**src/rtl/mem_port_arbiter.sv**
```systemverilog
// mem_port_arbiter: shares one single-port synchronous memory between IF and LS.
// LS has fixed priority; a saturating streak counter bounds IF starvation.
module mem_port_arbiter #(
  parameter int ADDR_W      = 32,
  parameter int DATA_W      = 32,
  parameter int MEM_LATENCY = 1,
  parameter int MAX_STREAK  = 4
) (
  input  logic                clk,
  input  logic                rst,
  input  logic                if_req_valid,
  output logic                if_req_ready,
  input  logic [ADDR_W-1:0]   if_req_addr,
  output logic                if_rsp_valid,
  output logic [DATA_W-1:0]   if_rsp_rdata,
  input  logic                ls_req_valid,
  output logic                ls_req_ready,
  input  logic                ls_req_we,
  input  logic [DATA_W/8-1:0] ls_req_be,
  input  logic [ADDR_W-1:0]   ls_req_addr,
  input  logic [DATA_W-1:0]   ls_req_wdata,
  output logic                ls_rsp_valid,
  output logic [DATA_W-1:0]   ls_rsp_rdata,
  output logic                mem_en,
  output logic                mem_we,
  output logic [DATA_W/8-1:0] mem_be,
  output logic [ADDR_W-1:0]   mem_addr,
  output logic [DATA_W-1:0]   mem_wdata,
  input  logic [DATA_W-1:0]   mem_rdata
);

  localparam logic [2:0] LAST = 3'(MEM_LATENCY - 1);
  localparam logic [3:0] SMAX = 4'(MAX_STREAK);

  typedef enum logic [1:0] {
    IDLE,
    ISSUE,
    WAIT,
    RESP
  } state_t;

  state_t     state;
  logic [3:0] streak;
  logic [2:0] wcnt;
  logic       owner_ls;
  logic       op_we;
  logic       idle;
  logic       ls_win;
  logic       if_win;

  // readies are held low while reset is asserted so every output reads 0
  assign idle   = (state == IDLE) & ~rst;
  assign ls_win = ls_req_valid
                & (~if_req_valid | (streak < SMAX));
  assign if_win = if_req_valid & ~ls_win;

  assign ls_req_ready = idle & ls_win;
  assign if_req_ready = idle & if_win;

  always_ff @(posedge clk or posedge rst) begin
    if (rst) begin
      state        <= IDLE;
      streak       <= '0;
      wcnt         <= '0;
      owner_ls     <= 1'b0;
      op_we        <= 1'b0;
      mem_en       <= 1'b0;
      mem_we       <= 1'b0;
      mem_be       <= '0;
      mem_addr     <= '0;
      mem_wdata    <= '0;
      if_rsp_valid <= 1'b0;
      if_rsp_rdata <= '0;
      ls_rsp_valid <= 1'b0;
      ls_rsp_rdata <= '0;
    end else begin
      mem_en       <= 1'b0;
      if_rsp_valid <= 1'b0;
      ls_rsp_valid <= 1'b0;
      unique case (state)
        IDLE: begin
          if (ls_win) begin
            state     <= ISSUE;
            owner_ls  <= 1'b1;
            op_we     <= ls_req_we;
            mem_en    <= 1'b1;
            mem_we    <= ls_req_we;
            mem_be    <= ls_req_we ? ls_req_be : '1;
            mem_addr  <= ls_req_addr;
            mem_wdata <= ls_req_wdata;
            if (!if_req_valid) begin
              streak <= '0;
            end else if (streak != SMAX) begin
              streak <= streak + 4'd1;
            end
          end else if (if_win) begin
            state    <= ISSUE;
            owner_ls <= 1'b0;
            op_we    <= 1'b0;
            mem_en   <= 1'b1;
            mem_we   <= 1'b0;
            mem_be   <= '1;
            mem_addr <= if_req_addr;
            streak   <= '0;
          end
        end
        ISSUE: begin
          wcnt  <= '0;
          state <= WAIT;
        end
        WAIT: begin
          if (wcnt == LAST) begin
            state <= RESP;
            if (owner_ls) begin
              ls_rsp_valid <= 1'b1;
              ls_rsp_rdata <= op_we ? '0 : mem_rdata;
            end else begin
              if_rsp_valid <= 1'b1;
              if_rsp_rdata <= mem_rdata;
            end
          end else begin
            wcnt <= wcnt + 3'd1;
          end
        end
        RESP: begin
          state <= IDLE;
        end
        default: begin
          state <= IDLE;
        end
      endcase
    end
  end

endmodule
```
**config.mk**
```make
export PLATFORM = sky130hd
export DESIGN_NAME = mem_port_arbiter
export DESIGN_NICKNAME = d
export VERILOG_FILES = /design/src/rtl/mem_port_arbiter.sv
export SDC_FILE = /design/constraint.sdc
export NUM_CORES = 1
export LEC_CHECK = 0
export BUFFER_PORTS_ARGS = -buffer_cell sky130_fd_sc_hd__clkbuf_2
export CORE_UTILIZATION = 50
export DETAILED_ROUTE_END_ITERATION = 10
export PLACE_DENSITY = 0.86
export SETUP_SLACK_MARGIN = 0.15
export SLEW_MARGIN = 20
export SYNTH_ARGS = -nofsm -noshare
export SYNTH_HDL_FRONTEND = slang
export SYNTH_SLANG_ARGS = --single-unit
```
**constraint.sdc**
```tcl
create_clock -name clk -period 7.78 [get_ports clk]
set_input_delay 1.167 -clock clk [delete_from_list [all_inputs] [get_ports clk]]
set_output_delay 1.167 -clock clk [all_outputs]
set_load 0.02 [all_outputs]
```
After elaboration in Yosys (flattened, before gate mapping) --
Index checks and enable logic that the tools add are counted.
Word-level totals: bits of input ports 137, logic and storage cells 73, output and inout bits 138, register bits 146
Cells by class: $add $sub $neg 2, bitwise logic cells 10, order comparisons 1, reductions and logical operators 11, mux-type cells 28, eq/ne operators 8
Operators with widths (number):
- $mux W32 | 3
- $mux W4 | 7
- $mux W1 | 12
- $reduce_and A3 Y1 | 3
- $pmux W2 S4 | 1
- $reduce_and A2 Y1 | 4
- $mux W2 | 3
- $pmux W3 S2 | 1
- $and A1 B1 Y1 | 5
- $add A4 B1 Y4 const B | 1
- $eq A2 B2 Y1 const B | 2
- $lt A4 B3 Y1 const B | 1
- $ne A2 B2 Y1 const B | 2
- $ne A4 B3 Y1 const B | 1
- $not A1 Y1 | 4
- $reduce_bool A2 Y1 | 2
- $add A3 B1 Y3 const B | 1
- $logic_not A3 Y1 | 1
- $mux W3 | 1
- $ne A3 B2 Y1 const B | 1
- $ne A3 B3 Y1 const B | 1
- $eq A2 B1 Y1 const B | 1
- $logic_not A2 Y1 | 1
- $or A1 B1 Y1 | 1

Depth between registers and ports, before layout --
Gate-level depths: netlist of run 1.
depth after elaboration 8, gate-level depth with buffers 8, depth with buffers taken out 6

Least setup slack after synthesis of run 1 --
Ideal clock, no wire load.
path kind input -> output, start input ls_req_valid, end output if_req_ready, stages 5, arrival time 2.079 ns, buffers on the path 3, path slack 4.534 ns, required time 6.613 ns, cell sequence buf_2 -> and2_1 -> buf_2 -> buf_6 -> nor3_2
On the way: word-level cells in the longest chain between the ends 4
RTL lines:
- start: declaration | line 16 | input logic ls_req_valid,
- $and A1 B1 Y1 | line 54 | & (~if_req_valid | (streak < SMAX));
- $not A1 Y1 | line 55 | assign if_win = if_req_valid & ~ls_win;
- $and A1 B1 Y1 | line 55
- $and A1 B1 Y1 | line 58 | assign if_req_ready = idle & if_win;
- end: declaration | line 12 | output logic if_req_ready,
Every way passes these cells.

Worst setup path after layout of run 1 --
start input ls_req_valid, end output ls_req_ready
On the way: word-level cells in the longest chain between the ends 2
RTL lines:
- $and A1 B1 Y1 | line 54
- $and A1 B1 Y1 | line 57 | assign ls_req_ready = idle & ls_win;
- end: declaration | line 17 | output logic ls_req_ready,
Every way passes these cells.

==> metrics.txt, run 1 <==
status=completed; Slew @ Worst Pin=0.934 ns; Int Power=2.25 mW; EDFF count, synth=0; synthesized area=6210 um^2; via/cell ratio=5.19; HPWL after DPL=11,300 um; static leakage=4.11 nW; Synth Area in Compound Gates=8.16%; critical path capture point type=output port; ANT nets after route=0; power consumption=3.76 mW; Max-cap violations=0; Post-CTS Setup Bufs=0; largest net degree at the start of global routing=89; clk_skew=0.00931 ns; Post-CTS Resized=0; final wirelength=15,900 um; distinct cell type count of the synthesized netlist=31; clock root cell=clkbuf_16; detailed-route via count=5,064; Worst Reg2Reg Path Length in Cells=3; relative slew slack=37.7%; final setup TNS=0 ns; Core ar.=12,100 um^2; net switching fraction of the power=40.2%; critical path fanouts, max=38; Hold/Removal Path Class=reg -> reg; I/O Pins=275; Worst-Skew Late Latency=0.43 ns; # DRC=0; Switch Pwr=1.51 mW; Nets=941; input/output buffers=274; CTS Sinks=146; number of hold-repair buffers added at the cts stage=0; layout cells sized above 1=47.5%; worst hold slack=0.478 ns; post-synthesis xor/xnor area fraction=0%; Clock Tree Buf Depth=2; initial antenna violation count=0; Synth area leaders=dfrtp_1 59%, mux2_2 12%, nand2_1 6.3%, o211ai_1 3.9%, nand2b_1 3.4%; CP Launch Point=ls_req_valid; H-tree Lvls=4; VDD IR max=0.238 mV; pre-CTS setup slack=3.83 ns; crit-path cells=clkbuf_2 > nand3_4 > nor2_1 > clkbuf_2; setup repair after global routing missed its margin=false; area grow syn2layout=32.4%; Logic pwr share=43.1%; cell mode on critical path=clkbuf_2; wire per inst=16.3 um; All-Layer GR Usage=25.7%; largest family of logic cells by synthesized area=simple AND/OR/NAND/NOR gates; CTS tree=yes; area leader, netlist=dfrtp_1; Yosys reg bits=146; mux contribution to synthesized area=12.0%; FILL cells=911; fin cells=976; arrival time at the worst endpoint=2.82 ns; Pre-Repair DR Iteration Count=4; Synth Instances=535; Crit-path slowest cell=nand3_4; number of core rows=40; Synth Area in Simple Gates=15.3%; Post-synth ARST share=100%; fmax=251 MHz; initial core utilization=51.5%; minimum clock period=3.98 ns; Setup crit start kind=primary input; clock share of power=21.3%; register area share after synthesis=58.9%; share of Yosys cell area claimed by the top area cell type=58.9%; Worst Hold End=ls_rsp_rdata[0]$_DFFE_PP0P_; Primary FF master, synth=dfrtp_1; CP Class=in -> out; Synth Area in Adders=1.61%; multi-input logic area=2300 um^2; syn avg cell area=11.6 um^2; final hold vios=0; Hold Path Stages=2; chip height=113 um; final global-route overflow total=0; setup ws final=3.80 ns; Reg power frac=35.5%; antenna cell count=0; beginning of the worst hold path=ls_rsp_rdata[0]$_DFFE_PP0P_; first-pass GRT wire length=25,200 um; CP Buf/Inv Count=2; R2R Path End=mem_wdata[5]$_DFFE_PP0P_; kind of cell adding the most delay to the critical path=simple AND/OR/NAND/NOR gates; period utilization=51.2%; Yosys warnings=0; Power Dens Cells=458 nW/um^2; vias in the first global route=4,972; CP peak stage delay=0.61 ns; Die Area=12,900 um^2; Worst-path clk slew=0.06 ns; Die Width=113 um; placer congestion estimate=0.860; Setup violations, final=0; R2R setup slack=5.45 ns; Reg-to-Reg Start=streak[2]$_DFFE_PP0P_; Sequential Area=3650 um^2; Net Count, Synth=680; Slew Viols, Final=0; CTS Buf Count=17; DP Cell Count=945; Required @ worst endpoint=6.61 ns; DRT iter0 DRCs=290
[routing by layer]
layer  global-route usage (%)  up-vias  part of all wire (%)  routed length (um)
met5                        0        -                     0                   0
met4                     12.2        0                   3.0                 472
met3                     8.61       33                   8.8                1400
met2                     42.2      243                    50                7910
met1                     30.7     2407                    38                6110
li1                         -     2381                     -                   -
[flip-flops by register name (all words and copies together), names as in the netlist]
signal        cells
ls_rsp_valid      1
owner_ls          1
mem_addr         32
if_rsp_valid      1
state             2
ls_rsp_rdata     32
mem_en            1
wcnt              3
streak            4
if_rsp_rdata     32
op_we             1
mem_be            4
mem_wdata        32
[Yosys cell counts, types with 2 or more instances]
library cell,number
mux2_2,65
and2_1,2
nor3b_1,3
clkbuf_1,20
buf_4,5
o21ai_0,35
nand2_1,105
o22a_1,3
nand4_1,34
buf_6,6
buf_2,8
o21ai_1,2
a21oi_1,2
dfrtp_1,146
ha_1,8
nor2_1,3
inv_1,10
nand2b_1,34
o211ai_1,32
[area by class of cell]
type	instances	area share [%]
clock buffer	22	5.89
clock inverter	9	1.28
inverter	10	0.518
multi-input combinational	340	28.0
sequential	146	44.5
tap	168	2.56
timing repair buffer	281	17.3
[power groups by stage]
stage,registers (mW),logic (mW),clock network (mW)
floorplan,1.74,0.680,0
global placement,1.33,1.59,0
detailed placement,1.35,1.63,0
CTS,1.34,1.64,0.818
global route,1.39,1.75,0.850
finish,1.34,1.62,0.803
[tightest hold or removal path, stage by stage, from the launching register on]
cell	delay (ns)
dfrtp_1	0.34
nand2_1	0.05
o21ai_0	0.06
[worst max path at each step]
stage                                  end  slack [ns]  cells past startpoint
2_1_floorplan  if_rsp_rdata[0]$_DFFE_PP0P_        2.69                      1
3_3_place_gp                  ls_req_ready        3.83                      4
3_5_place_dp                  ls_req_ready        3.83                      4
4_1_cts                       ls_req_ready        3.83                      4
5_1_grt                       ls_req_ready        3.65                      4
6_report                      ls_req_ready        3.80                      4
[cells in the final DEF, fill, tap and decap left out]
| master | synthesis | final |
|---|---|---|
| o32a_1 | 1 | 1 |
| nor3b_1 | 3 | 3 |
| clkbuf_8 | 0 | 4 |
| buf_4 | 5 | 7 |
| o211ai_1 | 32 | 32 |
| nand4b_1 | 1 | 1 |
| inv_6 | 0 | 1 |
| nand3_4 | 1 | 1 |
| a31o_2 | 1 | 1 |
| clkbuf_16 | 0 | 17 |
| and2_1 | 2 | 2 |
| and3_1 | 1 | 1 |
| inv_1 | 10 | 9 |
| nor2_1 | 3 | 3 |
| clkbuf_2 | 0 | 274 |
| nand2_1 | 105 | 105 |
| nor2b_1 | 1 | 1 |
| dfrtp_1 | 146 | 146 |
| clkbuf_1 | 20 | 1 |
| nor3b_4 | 1 | 1 |
| o21ai_4 | 1 | 1 |
| nand2b_1 | 34 | 34 |
| ha_1 | 8 | 8 |
| clkinvlp_4 | 0 | 4 |
| o22a_1 | 3 | 3 |
| clkinv_2 | 0 | 3 |
| o21ai_0 | 35 | 35 |
| mux2_2 | 65 | 65 |
| bufinv_16 | 0 | 2 |
| nand2b_4 | 1 | 1 |
| a21oi_1 | 2 | 2 |
| o21ai_2 | 0 | 1 |
| o21ai_1 | 2 | 1 |
| mux2i_1 | 1 | 1 |
| nor3_2 | 1 | 1 |
| nand4_1 | 34 | 34 |
| a41o_1 | 1 | 1 |
[logic make-up after synthesis]
family | after synthesis
compound gates | 78
simple gates | 188
flops | 146
fa+ha+maj | 8
mux | 66
buf+inv | 49
[stage by stage]
step | util [%] | instance area, um^2
floorplan | - | 6210
global route | 68.1 | 8220
detailed placement | 63.3 | 7630
finish | 68.1 | 8220
global placement | 63.3 | 7630
CTS | 68.1 | 8220
(Power assumes the default switching activity.)
==> run 2, diff against run 1 <==
--- a/config.mk
+++ b/config.mk
@@ -6,9 +6,9 @@
 export NUM_CORES = 1
 export LEC_CHECK = 0
 export BUFFER_PORTS_ARGS = -buffer_cell sky130_fd_sc_hd__clkbuf_2
-export CORE_UTILIZATION = 50
+export CORE_UTILIZATION = 47
 export DETAILED_ROUTE_END_ITERATION = 10
-export PLACE_DENSITY = 0.86
+export PLACE_DENSITY = 0.82
 export SETUP_SLACK_MARGIN = 0.15
 export SLEW_MARGIN = 20
 export SYNTH_ARGS = -nofsm -noshare
==> constraint.sdc (replaced) <==
create_clock -name clk -period 4.15 [get_ports clk]
set_input_delay 0.6225 -clock clk [delete_from_list [all_inputs] [get_ports clk]]
set_output_delay 0.6225 -clock clk [all_outputs]
set_load 0.02 [all_outputs]
==> run 2 against run 1 <==
Sequential power is 85% higher; cell area is 0.94% higher; combinational power is 89% higher; hold slack worse by 0.13 ns; clock skew is 0.0031 ns lower; first-iteration DRC count is 0.34% higher; clock power is 100% higher; via count is 0.38% lower; sequential share of layout area is 0.42 points lower; critical path type is now reg -> out; sequential cell count stayed put; register-to-register slack worse by 3.7 ns; setup slack worse by 3.0 ns.
==> metrics.txt, run 2 (same netlist as run 1, synthesis figures left out) <==
status=completed (unchanged); via/cell ratio=5.14 (was 5.19); Required @ worst endpoint=3.53 ns (was 6.61 ns); clock root cell=clkbuf_16 (unchanged); critical path capture point type=output port (unchanged); initial core utilization=48.6% (was 51.5%); Pre-Repair DR Iteration Count=4 (unchanged); All-Layer GR Usage=23.2% (was 25.7%); relative slew slack=40.6% (was 37.7%); VDD IR max=0.534 mV (was 0.238 mV); static leakage=4.14 nW (was 4.11 nW); Setup violations, final=0 (unchanged); wire per inst=16.0 um (was 16.3 um); final global-route overflow total=0 (unchanged); area grow syn2layout=33.7% (was 32.4%); Post-CTS Resized=0 (unchanged); Die Width=117 um (was 113 um); CTS Sinks=146 (unchanged); Worst-Skew Late Latency=0.40 ns (was 0.43 ns); DRT iter0 DRCs=291 (was 290); Power Dens Cells=862 nW/um^2 (was 458 nW/um^2); placer congestion estimate=0.852 (was 0.860); arrival time at the worst endpoint=2.71 ns (was 2.82 ns); Slew @ Worst Pin=0.888 ns (was 0.934 ns); Clock Tree Buf Depth=2 (unchanged); setup repair after global routing missed its margin=false (unchanged); CTS tree=yes (unchanged); fmax=301 MHz; input/output buffers=274 (unchanged); period utilization=80.2%; final hold vios=0 (unchanged); Slew Viols, Final=0 (unchanged); Die Area=13,700 um^2 (was 12,900 um^2); commonest non-fill, non-tap cell in the layout=clkbuf_2 (unchanged); detailed-route via count=5,045 (was 5,064); CTS Buf Count=17 (unchanged); Worst-path clk slew=0.06 ns (about the same); number of core rows=41 (was 40); number of hold-repair buffers added at the cts stage=0 (unchanged); chip height=117 um (was 113 um); first-pass GRT wire length=24,100 um (was 25,200 um); Hold/Removal Path Class=in -> async (was reg -> reg); final wirelength=15,700 um (was 15,900 um); Setup crit start kind=flip-flop (was primary input); Post-CTS Setup Bufs=0 (unchanged); # DRC=0 (unchanged); Max-cap violations=0 (unchanged); initial antenna violation count=0 (unchanged); CP Class=reg -> out (was in -> out); vias in the first global route=4,774 (was 4,972); largest net degree at the start of global routing=75 (was 89); Core ar.=12,800 um^2 (was 12,100 um^2); antenna cell count=0 (unchanged); H-tree Lvls=4 (unchanged); ANT nets after route=0 (unchanged); HPWL after DPL=11,300 um (about the same); layout cells sized above 1=47.5% (about the same); final setup TNS=0 ns (unchanged); critical path fanouts, max=34 (was 38); I/O Pins=275 (unchanged); clk_skew=0.00616 ns (was 0.00931 ns); worst hold slack=0.346 ns (was 0.478 ns); minimum clock period=3.33 ns; Nets=943 (was 941); commonest non-fill, non-tap cells in the layout=274 x clkbuf_2, 146 x dfrtp_1, 105 x nand2_1 (unchanged)
[run 2: changes by cell type in the layout (fill, tap and decap cells not counted), moves of 2 or more]
cell        delta
bufinv_16      +2
clkbuf_1       +2
clkinv_2       -2
clkinvlp_4     -2
[run 2: layout make-up]
cell class / instances / area (um^2)
clock buffers: 23 / 478
clock inverters: 8 / 150
fillers: 1028 / 4480
inverters: 10 / 41.3
multi-input cells: 340 / 2310
flip-flops and latches: 146 / 3650
well taps: 172 / 215
repair buffers: 283 / 1450
[run 2: worst paths after layout]
check                                               end  slack, ns                    startpoint  depth (start not counted)
max                                        ls_req_ready       0.82          state[0]$_DFFE_PP0P_                          5
min                            mem_addr[29]$_DFFE_PP0P_       0.35                           rst                          2
max reg2reg                        state[1]$_DFFE_PP0P_       1.72          state[0]$_DFFE_PP0P_                          6
min reg2reg                ls_rsp_rdata[26]$_DFFE_PP0P_       0.48  ls_rsp_rdata[26]$_DFFE_PP0P_                          2
max in group asynchronous  ls_rsp_rdata[25]$_DFFE_PP0P_       2.82                           rst                          3
min in group clk                  mem_be[2]$_DFFE_PP0P_       0.43                  ls_req_be[2]                          2
[run 2: metal layers]
layer / part of all wire (%) / vias up / wire length, um / GRT usage [%]
met5: 0 / - / 0 / 0
met4: 2.0 / 0 / 310 / 7.43
met3: 8.4 / 21 / 1320 / 7.83
met2: 51 / 225 / 7960 / 40.5
met1: 39 / 2425 / 6100 / 26.8
li1: - / 2374 / - / -
[run 2: worst max-delay path, stage by stage (launching register included)]
cell and delay, ns:
dfrtp_1 0.39, inv_1 0.12, ha_1 0.73, nand3_4 0.58, nor2_1 0.28, clkbuf_2 0.20
[run 2: report_power, final]
| part | internal (mW) | total, mW | switching, mW | leakage, nW |
|---|---|---|---|---|
| clock network | 1.05 | 1.61 | 0.558 | 0.304 |
| registers | 2.11 | 2.48 | 0.365 | 1.77 |
| logic | 1.17 | 3.06 | 1.89 | 2.06 |
[run 2: stage by stage]
step | utilization [%] | instance area, um^2 | worst slack [ns] | power, mW | std cells
6_report | 65.0 | 8300 | 0.822 | 7.15 | 982
5_1_grt | 65.0 | 8300 | 0.574 | 7.63 | 982
4_1_cts | 65.0 | 8300 | 0.779 | 7.23 | 982
3_5_place_dp | 60.0 | 7670 | 1.24 | 5.60 | 951
3_3_place_gp | 60.0 | 7670 | 1.30 | 5.49 | 951
2_1_floorplan | - | 6210 | 1.69 | 4.54 | 535
==> run 3, diff against run 2 <==
--- a/config.mk
+++ b/config.mk
@@ -5,8 +5,9 @@
 export SDC_FILE = /design/constraint.sdc
 export NUM_CORES = 1
 export LEC_CHECK = 0
+export ABC_AREA = 1
 export BUFFER_PORTS_ARGS = -buffer_cell sky130_fd_sc_hd__clkbuf_2
-export CORE_UTILIZATION = 47
+export CORE_UTILIZATION = 48
 export DETAILED_ROUTE_END_ITERATION = 10
 export PLACE_DENSITY = 0.82
 export SETUP_SLACK_MARGIN = 0.15
==> constraint.sdc (replaced) <==
create_clock -name clk -period 3.2 [get_ports clk]
set_input_delay 0.48 -clock clk [delete_from_list [all_inputs] [get_ports clk]]
set_output_delay 0.48 -clock clk [all_outputs]
set_load 0.02 [all_outputs]
==> run 3 against run 2 <==
Power increased by 25%; clock power increased by 33%; sequential cell count unchanged; utilization increased by 1.5 points; hold slack got worse by 0.065 ns; critical path type unchanged.
==> metrics.txt, run 3 <==
Post-synth ARST share=100% (unchanged); clk_skew=0.0133 ns (was 0.00616 ns); vias in the first global route=5,552 (was 4,774); Post-CTS Setup Bufs=0 (unchanged); Setup crit start kind=flip-flop (unchanged); # DRC=0 (unchanged); R2R setup slack=0.71 ns (was 1.72 ns); DRT iter0 DRCs=457 (was 291); worst hold slack=0.282 ns (was 0.346 ns); Sequential Area=3650 um^2 (unchanged); beginning of the worst hold path=ls_req_wdata[20]; critical path fanouts, max=34 (unchanged); Net Count, Synth=934 (was 680); share of Yosys cell area claimed by the top area cell type=56.8% (was 58.9%); final setup TNS=0 ns (unchanged); Primary FF master, synth=dfrtp_1 (unchanged); register area share after synthesis=56.8% (was 58.9%); CTS Buf Count=17 (unchanged); placer congestion estimate=0.860 (was 0.852); I/O Pins=275 (unchanged); first-pass GRT wire length=27,100 um (was 24,100 um); Required @ worst endpoint=2.72 ns (was 3.53 ns); initial core utilization=50.2% (was 48.6%); detailed-route via count=5,927 (was 5,045); pre-CTS setup slack=0.739 ns (was 1.24 ns); Synth Instances=789 (was 535); Core Util, Final=66.4% (was 65.0%); Die Width=118 um (was 117 um); fmax=388 MHz; period utilization=80.5%; post-route cell area=8520 um^2 (was 8300 um^2); wire per inst=13.3 um (was 16.0 um); Pre-Repair DR Iteration Count=5 (was 4); EDFF count, synth=0 (unchanged); commonest non-fill, non-tap cells in the layout=311 x nand2_1, 274 x clkbuf_2, 146 x dfrtp_1 (was 274 x clkbuf_2, 146 x dfrtp_1, 105 x nand2_1); FILL cells=1,106 (was 1,028); Slew @ Worst Pin=1.04 ns (was 0.888 ns); DP Cell Count=1,203 (was 951); Hold/Removal Path Class=in -> reg (was in -> async); critical path capture point type=output port (unchanged); Worst Reg2Reg Path Length in Cells=5 (was 6); antenna cell count=0 (unchanged); Setup violations, final=0 (unchanged); Worst-Skew Late Latency=0.41 ns (was 0.40 ns); largest net degree at the start of global routing=75 (unchanged); CTS Sinks=146 (unchanged); Yosys warnings=0 (unchanged); setup ws final=0.625 ns (was 0.822 ns); Post-CTS Resized=0 (unchanged); VDD IR max=0.444 mV (was 0.534 mV); All-Layer GR Usage=24.4% (was 23.2%); distinct cell type count of the synthesized netlist=26 (was 31); syn avg cell area=8.16 um^2 (was 11.6 um^2); synthesized area=6440 um^2 (was 6210 um^2); R2R Path End=mem_wdata[8]$_DFFE_PP0P_ (was state[1]$_DFFE_PP0P_); initial antenna violation count=0 (unchanged); static leakage=5.18 nW (was 4.14 nW); commonest non-fill, non-tap cell in the layout=nand2_1 (was clkbuf_2); layout cells sized above 1=30.4% (was 47.5%); clock root cell=clkbuf_16 (unchanged); fin cells=1,234 (was 982); area grow syn2layout=32.3% (was 33.7%); Yosys reg bits=146 (unchanged); Core ar.=12,800 um^2 (about the same); setup repair after global routing missed its margin=false (unchanged); Reg-to-Reg Start=streak[2]$_DFFE_PP0P_ (was state[0]$_DFFE_PP0P_); Worst Hold End=mem_wdata[20]$_DFFE_PP0P_; power consumption=8.95 mW (was 7.15 mW); H-tree Lvls=4 (unchanged); final wirelength=16,500 um (was 15,700 um); HPWL after DPL=11,800 um (was 11,300 um); final hold vios=0 (unchanged); final global-route overflow total=0 (unchanged); ANT nets after route=0 (unchanged); Power Dens Cells=1050 nW/um^2 (was 862 nW/um^2); top post-synthesis cells by count=311 x nand2_1, 146 x dfrtp_1, 114 x inv_1 (was 146 x dfrtp_1, 105 x nand2_1, 65 x mux2_2); relative slew slack=30.6% (was 40.6%); multi-input logic area=2130 um^2 (was 2310 um^2); arrival time at the worst endpoint=2.09 ns (was 2.71 ns); number of core rows=41 (unchanged); Hold Path Stages=3; chip height=118 um (was 117 um); CP Class=reg -> out (unchanged); Worst-path clk slew=0.07 ns (was 0.06 ns); Clock Tree Buf Depth=2 (unchanged); number of hold-repair buffers added at the cts stage=0 (unchanged); Synth area leaders=dfrtp_1 57%, nand2_1 18%, nand3_1 7.9%, inv_1 6.6%, o21ai_1 2.6% (was dfrtp_1 59%, mux2_2 12%, nand2_1 6.3%, o211ai_1 3.9%, nand2b_1 3.4%); Slew Viols, Final=0 (unchanged); placed standard-cell area=7880 um^2 (was 7670 um^2); input/output buffers=274 (unchanged); area leader, netlist=dfrtp_1 (unchanged); Max-cap violations=0 (unchanged); via/cell ratio=4.80 (was 5.14); most numerous cell in the Yosys netlist=nand2_1 (was dfrtp_1); Die Area=13,900 um^2 (was 13,700 um^2); minimum clock period=2.57 ns; status=completed (unchanged); CTS tree=yes (unchanged); Nets=1,195 (was 943)
## run 3: cell count changes in the layout (fill, tap and decap cells not counted), sizes merged, moves of 5 or more
cell,before,now
nand3,1,102
o21ai,38,43
nor2,3,10
mux2,65,0
inv,10,117
nand4,34,2
nand2,105,312
o211ai,32,0
nand2b,35,0
## run 3: layer usage
layer / track usage (%) / vias to the layer above / part of all wire [%]
met1: 31.3 / 2715 / 41
li1: - / 2926 / -
met3: 5.67 / 23 / 7.3
met2: 41.1 / 263 / 50
met4: 7.61 / 0 / 1.5
met5: 0 / - / 0
## run 3: logic make-up after synthesis
family | synth area share, %
AND/OR/NAND/NOR | 27.7
buffers and inverters | 10.1
flip-flops | 56.8
AO/OA/AOI/OAI | 3.75
adder cells (fa/ha/maj) | 1.55
XOR/XNOR | 0.136
## run 3: area by class of cell
class                      count  share of cell area [%]
inverter                     116                    5.15
clock buffer                  19                    5.08
timing repair buffer         283                    16.9
sequential                   146                    42.9
clock inverter                12                    2.41
multi-input combinational    486                    25.1
tap                          172                    2.53
## run 3: worst max path at each step
stage | start | to | slack, ns | cells past startpoint
3_3_place_gp | streak[2]$_DFFE_PP0P_ | mem_wdata[26]$_DFFE_PP0P_ | 0.75 | 5
6_report | streak[2]$_DFFE_PP0P_ | if_req_ready | 0.63 | 5
2_1_floorplan | rst | if_req_ready | -0.26 | 3
5_1_grt | streak[2]$_DFFE_PP0P_ | if_req_ready | 0.46 | 5
4_1_cts | streak[2]$_DFFE_PP0P_ | if_req_ready | 0.62 | 5
3_5_place_dp | streak[2]$_DFFE_PP0P_ | mem_wdata[8]$_DFFE_PP0P_ | 0.74 | 5
## run 3: power breakdown
group	leakage, nW	total, mW	internal (mW)	switching (mW)
Sequential	1.83	3.17	2.69	0.480
Combinational	3.04	3.64	1.15	2.49
Clock	0.304	2.14	1.39	0.754
Total	5.18	8.95	5.22	3.72
## run 3: worst max-delay path, stage by stage, from the launching register on
cell	delay [ns]
dfrtp_1	0.44
o21ai_4	0.71
nand2_2	0.17
inv_1	0.15
nor3_1	0.06
clkbuf_2	0.15
